===== src/rtl/fifo_drain_pkg.sv =====
`default_nettype none
// ============================================================================
// Module      : fifo_drain_pkg
// Description : Shared types and helpers for the FIFO read-side drain controller.
// Revision    : 1.0 - initial release
// ============================================================================
package fifo_drain_pkg;

    typedef enum logic [1:0] {
        ST_IDLE = 2'd0,
        ST_RUN  = 2'd1,
        ST_STOP = 2'd2,
        ST_ERR  = 2'd3
    } state_t;

    // Occupancy counter width; covers 0..8 buffered words.
    localparam int c_occ_w = 4;

    function automatic int clog2(input int value);
        int w;
        w = 0;
        while ((1 << w) < value) w++;
        return w;
    endfunction

endpackage
`default_nettype wire


===== src/rtl/fifo_drain_buf.sv =====
`default_nettype none
// ============================================================================
// Module      : fifo_drain_buf
// Description : BUF_DEPTH-entry circular elastic buffer with push/pop and occupancy.
// Revision    : 1.0 - initial release
// ============================================================================
module fifo_drain_buf
    import fifo_drain_pkg::*;
#(
    parameter int DATA_WIDTH = 16,
    parameter int BUF_DEPTH  = 3
) (
    input  logic                  clk,
    input  logic                  rst,
    input  logic                  push,
    input  logic [DATA_WIDTH-1:0] push_data,
    input  logic                  pop,
    output logic [c_occ_w-1:0]    occ,
    output logic [DATA_WIDTH-1:0] head_data
);

    localparam int                 c_ptr_w = clog2(BUF_DEPTH);
    localparam logic [c_ptr_w-1:0] c_last  = c_ptr_w'(BUF_DEPTH - 1);

    logic [DATA_WIDTH-1:0] r_mem [BUF_DEPTH];
    logic [c_ptr_w-1:0]    r_head;
    logic [c_ptr_w-1:0]    r_tail;
    logic [c_occ_w-1:0]    r_occ;
    logic                  w_pop;

    assign w_pop = pop && (r_occ != '0);

    function automatic logic [c_ptr_w-1:0] ptr_next(input logic [c_ptr_w-1:0] p);
        return (p == c_last) ? '0 : p + 1'b1;
    endfunction

    always_ff @(posedge clk) begin
        if (rst) begin
            r_head <= '0;
            r_tail <= '0;
            r_occ  <= '0;
            for (int i = 0; i < BUF_DEPTH; i++) begin
                r_mem[i] <= '0;
            end
        end else begin
            if (push) begin
                r_mem[r_tail] <= push_data;
                r_tail        <= ptr_next(r_tail);
            end
            if (w_pop) begin
                r_head <= ptr_next(r_head);
            end
            if (push && !w_pop) begin
                r_occ <= r_occ + 1'b1;
            end else if (!push && w_pop) begin
                r_occ <= r_occ - 1'b1;
            end
        end
    end

    assign occ       = r_occ;
    assign head_data = r_mem[r_head];

endmodule
`default_nettype wire


===== src/rtl/fifo_drain_ctrl.sv =====
`default_nettype none
// ============================================================================
// Module      : fifo_drain_ctrl
// Description : FIFO read-side controller feeding a valid/ready stream.
//               Define FIFO_DRAIN_PERF_EN to add stall/starve counters.
// Revision    : 1.0 - initial release
// ============================================================================
module fifo_drain_ctrl
    import fifo_drain_pkg::*;
#(
    parameter int DATA_WIDTH = 16,
    parameter int BUF_DEPTH  = 3,
    parameter int CNT_WIDTH  = 16
) (
    input  logic                  clk,
    input  logic                  rst,
    input  logic                  enable,
    input  logic                  fifo_empty,
    input  logic                  fifo_underflow,
    input  logic [DATA_WIDTH-1:0] fifo_data_out,
    output logic                  fifo_rd_en,
    output logic                  m_valid,
    input  logic                  m_ready,
    output logic [DATA_WIDTH-1:0] m_data,
    output logic [CNT_WIDTH-1:0]  words_read,
    output logic                  err
`ifdef FIFO_DRAIN_PERF_EN
    ,
    output logic [CNT_WIDTH-1:0]  stall_cycles,
    output logic [CNT_WIDTH-1:0]  starve_cycles
`endif
);

    localparam logic [c_occ_w:0] c_depth = (c_occ_w + 1)'(BUF_DEPTH);

    state_t               r_state;
    state_t               w_state_nxt;
    logic                 r_inflight;
    logic [CNT_WIDTH-1:0] r_words_read;
    logic [c_occ_w-1:0]   w_occ;
    logic [c_occ_w:0]     w_pending;
    logic                 w_pop;

    // Reads already issued count against buffer space so a full buffer never overflows.
    assign w_pending = {1'b0, w_occ} + {{c_occ_w{1'b0}}, r_inflight};
    assign m_valid   = (w_occ != '0);
    assign w_pop     = m_valid && m_ready;
    assign err       = (r_state == ST_ERR);
    assign words_read = r_words_read;

    always_comb begin
        w_state_nxt = r_state;
        fifo_rd_en  = 1'b0;
        case (r_state)
            ST_IDLE: begin
                if (enable) w_state_nxt = ST_RUN;
            end
            ST_RUN: begin
                fifo_rd_en = !rst && !fifo_empty && (w_pending < c_depth);
                if (fifo_underflow)  w_state_nxt = ST_ERR;
                else if (!enable)    w_state_nxt = ST_STOP;
            end
            ST_STOP: begin
                if (fifo_underflow)                       w_state_nxt = ST_ERR;
                else if ((w_occ == '0) && !r_inflight)    w_state_nxt = ST_IDLE;
                else if (enable)                          w_state_nxt = ST_RUN;
            end
            default: begin
                w_state_nxt = r_state;
            end
        endcase
    end

    always_ff @(posedge clk) begin
        if (rst) begin
            r_state      <= ST_IDLE;
            r_inflight   <= 1'b0;
            r_words_read <= '0;
        end else begin
            r_state    <= w_state_nxt;
            r_inflight <= fifo_rd_en;
            if (w_pop) begin
                r_words_read <= r_words_read + 1'b1;
            end
        end
    end

    fifo_drain_buf #(
        .DATA_WIDTH (DATA_WIDTH),
        .BUF_DEPTH  (BUF_DEPTH)
    ) u_buf (
        .clk       (clk),
        .rst       (rst),
        .push      (r_inflight),
        .push_data (fifo_data_out),
        .pop       (w_pop),
        .occ       (w_occ),
        .head_data (m_data)
    );

`ifdef FIFO_DRAIN_PERF_EN
    logic [CNT_WIDTH-1:0] r_stall;
    logic [CNT_WIDTH-1:0] r_starve;

    always_ff @(posedge clk) begin
        if (rst) begin
            r_stall  <= '0;
            r_starve <= '0;
        end else begin
            if (m_valid && !m_ready && (r_stall != '1)) begin
                r_stall <= r_stall + 1'b1;
            end
            if ((r_state == ST_RUN) && fifo_empty && (w_occ == '0) && (r_starve != '1)) begin
                r_starve <= r_starve + 1'b1;
            end
        end
    end

    assign stall_cycles  = r_stall;
    assign starve_cycles = r_starve;
`endif

endmodule
`default_nettype wire


===== config.mk =====
export PLATFORM = sky130hd
export DESIGN_NAME = fifo_drain_ctrl
export DESIGN_NICKNAME = d
export VERILOG_FILES = /design/src/rtl/fifo_drain_pkg.sv /design/src/rtl/fifo_drain_buf.sv /design/src/rtl/fifo_drain_ctrl.sv
export SDC_FILE = /design/constraint.sdc
export NUM_CORES = 1
export LEC_CHECK = 0
export ABC_CLOCK_PERIOD_IN_PS = 2580
export BUFFER_PORTS_ARGS = -buffer_cell sky130_fd_sc_hd__buf_2
export CAP_MARGIN = 20
export CORE_ASPECT_RATIO = 1.2
export CORE_MARGIN = 4
export CORE_UTILIZATION = 45
export CTS_CLUSTER_SIZE = 40
export DETAILED_ROUTE_END_ITERATION = 6
export PLACE_DENSITY = 0.67
export SLEW_MARGIN = 40
export SYNTH_ARGS = -nofsm -noshare
export SYNTH_HDL_FRONTEND = slang
export SYNTH_SLANG_ARGS = --single-unit

===== constraint.sdc =====
create_clock -name clk -period 2.58 [get_ports clk]
set_input_delay 0.129 -clock clk [delete_from_list [all_inputs] [get_ports clk]]
set_output_delay 0.129 -clock clk [all_outputs]
set_load 0.03 [all_outputs]

==> out/qor.yml <==
fp.dieW_um: 95.23
post_dp_cell_area_um2: 4554
fmax_mhz: 409.7
core_area_um2: 8750
syn_area_um2: 4109
syn2layout_area_growth_pct: 19.12
yosys_warnings: 0
drtAntennaViolNets: 0
cp-end-kind: "flop"
min_period_over_period: 0.9460
drc_errors: 0
synth_compound_area_frac: 0.03959
io_pins: 57
worstSetupStartpointType: "flop"
antenna_found_initial: 0
routedWlPerCell_um: 15.97
die_area_um2: 10730
drive_above_1_share: 0.2755
postLayoutCellArea_um2: 4895
syn_area_per_cell_um2: 13.34
cts_tree: "done"
worst_pin_slew_ns: 0.7478
r2r_slack_ns: 0.14
switching_share: 0.3321
ys.flop_type: "edfxtp_1"
synthSimpleGateAreaFrac: 0.1727
cts_root_buffer: "clkbuf_8"
routed_wl_um: 8127
dp.cells: 477
n_antenna_cell: 0
grt_pass1_wl_um: 13460
cp-endpoint: "u_buf.occ[3]"
leakagePower_nw: 1.920
dr.pass1.iters: 4
synthesis.nets: 341
dieHeight_um: 112.7
grt_pass1_vias: 2784
layoutNonFillerInstCount: 509
p_per_area_nw_per_um2: 764.9
r2r_cells: 9
fin_crit_ns: 2.441
timing.hold.ws_ns: 0.07130
vias: 2725
setup_tns_ns: 0
reg2reg_to: "u_buf.occ[3]"
worst-setup-path-type: "flop to flop"
vdd_drop_max_mv: 0.5537
required_ns: 2.83
intPower_mw: 2.501
cts.reportedPaths.clkPinSlew_ns: 0.09
row_count: 37
crit_arrival_ns: 2.69
drt_first_iter_violations: 115
cts_buffers: 9
drv_cap: 0
place_hpwl_um: 5245
cts_setup_buffers: 0
cp_max_fo: 6
pre_cts_ws_ns: 0.09410
cts_sinks: 93
pwr-share-seq: 0.478
hold_violations: 0
synth_top_family_by_area: "simple AND/OR/NAND/NOR gates"
portBuffers: 56
outcome: "finished clean"
synthMuxAreaShare: 0.09805
nets: 420
max_slew_margin: 0.5015
synthAdderAreaFrac: 0.03532
place_congestion: 0.7901
grt_overflow_total: 0
clock_power_share: 0.234
setup_viol: 0
power.switching_mw: 1.243
clockBufferDepth: 2
grt_start_max_net_pins: 32
finClkSkew_ns: 0.007892
synth_edf_count: 64
initial_core_util: 0.4696
cp-startpoint: "u_buf.occ[3]"
combPwrFrac: 0.288
reg2reg_from: "u_buf.occ[3]"
avgViaCountPerCell: 5.354
slew_viol_final: 0
grt_use_total: 0.1620
postSynthCellCount: 308
hold_path.class: "primary input to flop"
yosysUniqueCellTypes: 42
synthArstFlopShare: 0
clock_latency_ns: 0.35
ys_ff_latch: 93
cts.htree.levels: 3
synth_xor_area_frac: 0.02558
setup_ws_ns: 0.1394
yosysSeqAreaShare: 0.6090
nFillCells: 743
==> cells in the mapped netlist (2+ instances only) <==
library cell	instances	area, µm²
a211oi_1	2	15.01
dfxtp_1	29	580.6
a21oi_1	12	60.06
and2_1	32	200.2
nand2_1	12	45.04
mux2_2	2	22.52
nor2b_1	2	12.51
or3_1	6	37.54
o21ai_0	6	30.03
nand3_1	6	30.03
or2_2	3	18.77
buf_2	3	15.01
nor3_1	4	20.02
nor2_1	23	86.33
nand4_1	4	25.02
xor2_1	3	26.28
edfxtp_1	64	1922
or4_1	2	15.01
buf_1	2	7.510
nor4_1	4	25.02
mux2i_1	2	20.02
clkbuf_1	9	33.78
ha_1	10	125.1
nand3b_1	2	15.01
and3_1	19	118.9
and3b_1	2	17.52
xnor2_1	9	78.83
mux4_2	16	360.4
inv_1	5	18.77
==> cell type report <==
type                            instances  area (µm²)  area share
Clock buffer                           10       127.6     0.02607
Inverter                                6       25.02    0.005112
Clock inverter                          6       46.29    0.009458
Sequential cell                        93        2505      0.5118
Multi-Input combinational cell        195        1529      0.3124
Tap cell                              117       146.4     0.02991
Timing Repair Buffer                   82       515.5      0.1053
==> worst max-delay path, cell delays in order (launching register included) <==
cell	delay, ns
dfxtp_1	0.36
o41a_4	0.55
inv_4	0.07
ha_1	0.15
inv_1	0.09
ha_1	0.34
a21oi_2	0.17
a211oi_1	0.09
a31oi_1	0.18
mux2_2	0.35
==> sequential cells by signal, indices dropped and copies added (netlist names), named ones only <==
signal,flops
u_buf.r_mem,64
u_buf.r_tail,2
r_state,2
u_buf.occ,4
r_inflight,1
u_buf.r_head,2
words_read,16
==> stage by stage <==
stage,power (mW),utilization
4_1_cts,3.760,0.5576
5_1_grt,3.961,0.5594
6_report,3.744,0.5594
3_3_place_gp,2.852,0.5205
3_5_place_dp,2.876,0.5205
2_1_floorplan,2.604,-
==> how the worst min path moves through the flow <==
| stage | startpoint | to | slack (ns) | cells after the start |
|---|---|---|---|---|
| 2_1_floorplan | fifo_data_out[0] | u_buf.r_mem[3][0] | 0.23 | 0 |
| 3_3_place_gp | fifo_data_out[15] | u_buf.r_mem[3][15] | 0.34 | 1 |
| 3_5_place_dp | fifo_data_out[4] | u_buf.r_mem[3][4] | 0.34 | 1 |
| 4_1_cts | fifo_data_out[1] | u_buf.r_mem[3][1] | 0.006 | 1 |
| 5_1_grt | fifo_empty | r_inflight | 0.09 | 3 |
| 6_report | fifo_empty | r_inflight | 0.07 | 3 |
==> what timing repair did <==
action                                  in CTS  in global routing
endpoints found under the setup margin       0                  1
hold endpoints to repair                    15                  1
hold buffers                                15                  1
gates resized for setup                      0                  3
==> placed cells by master, fill, tap and decap left out, types with 2 or more instances in the layout <==
master,instances
mux2_2,2
nor4_1,4
mux4_2,16
or2_2,3
dfxtp_1,27
nor2b_1,2
ha_1,10
clkinvlp_4,2
dlygate4sd3_1,16
nand4_1,4
a21oi_1,11
dfxtp_2,2
nand2_1,12
a211oi_1,2
or4_1,2
nor2_1,23
nand3_1,6
xnor2_1,9
edfxtp_1,64
o21ai_0,6
nor3_1,4
nand3b_1,2
or3_1,6
buf_2,56
clkbuf_8,9
xor2_1,3
inv_1,5
inv_6,2
and2_1,32
and3b_1,2
buf_4,10
mux2i_1,2
and3_1,19
==> per-layer routing <==
| metal | vias to the layer above | GRT usage | share of wire |
|---|---|---|---|
| li1 | 1300 | - | - |
| met1 | 1352 | 0.2044 | 0.44 |
| met2 | 64 | 0.2756 | 0.51 |
| met3 | 9 | 0.03083 | 0.041 |
| met4 | 0 | 0.05582 | 0.011 |
| met5 | - | 0 | 0 |
==> cell families (layout without fill, tap and decap cells) <==
kind of cell	count (synthesis)	after routing
simple gates	126	126
flops	93	93
compound gates	26	26
mux	20	20
buf+inv	20	104
xor+xnor	12	12
fa+ha+maj	11	11
==> power groups by stage <==
stage / Sequential (mW) / Clock (mW) / Combinational [mW]
after floorplan: 1.82 / 0 / 0.787
after global placement: 1.81 / 0 / 1.04
after detailed placement: 1.82 / 0 / 1.06
after CTS: 1.79 / 0.893 / 1.08
after global routing: 1.81 / 0.963 / 1.19
final: 1.79 / 0.875 / 1.08
Power figures use the tool's default switching activity.
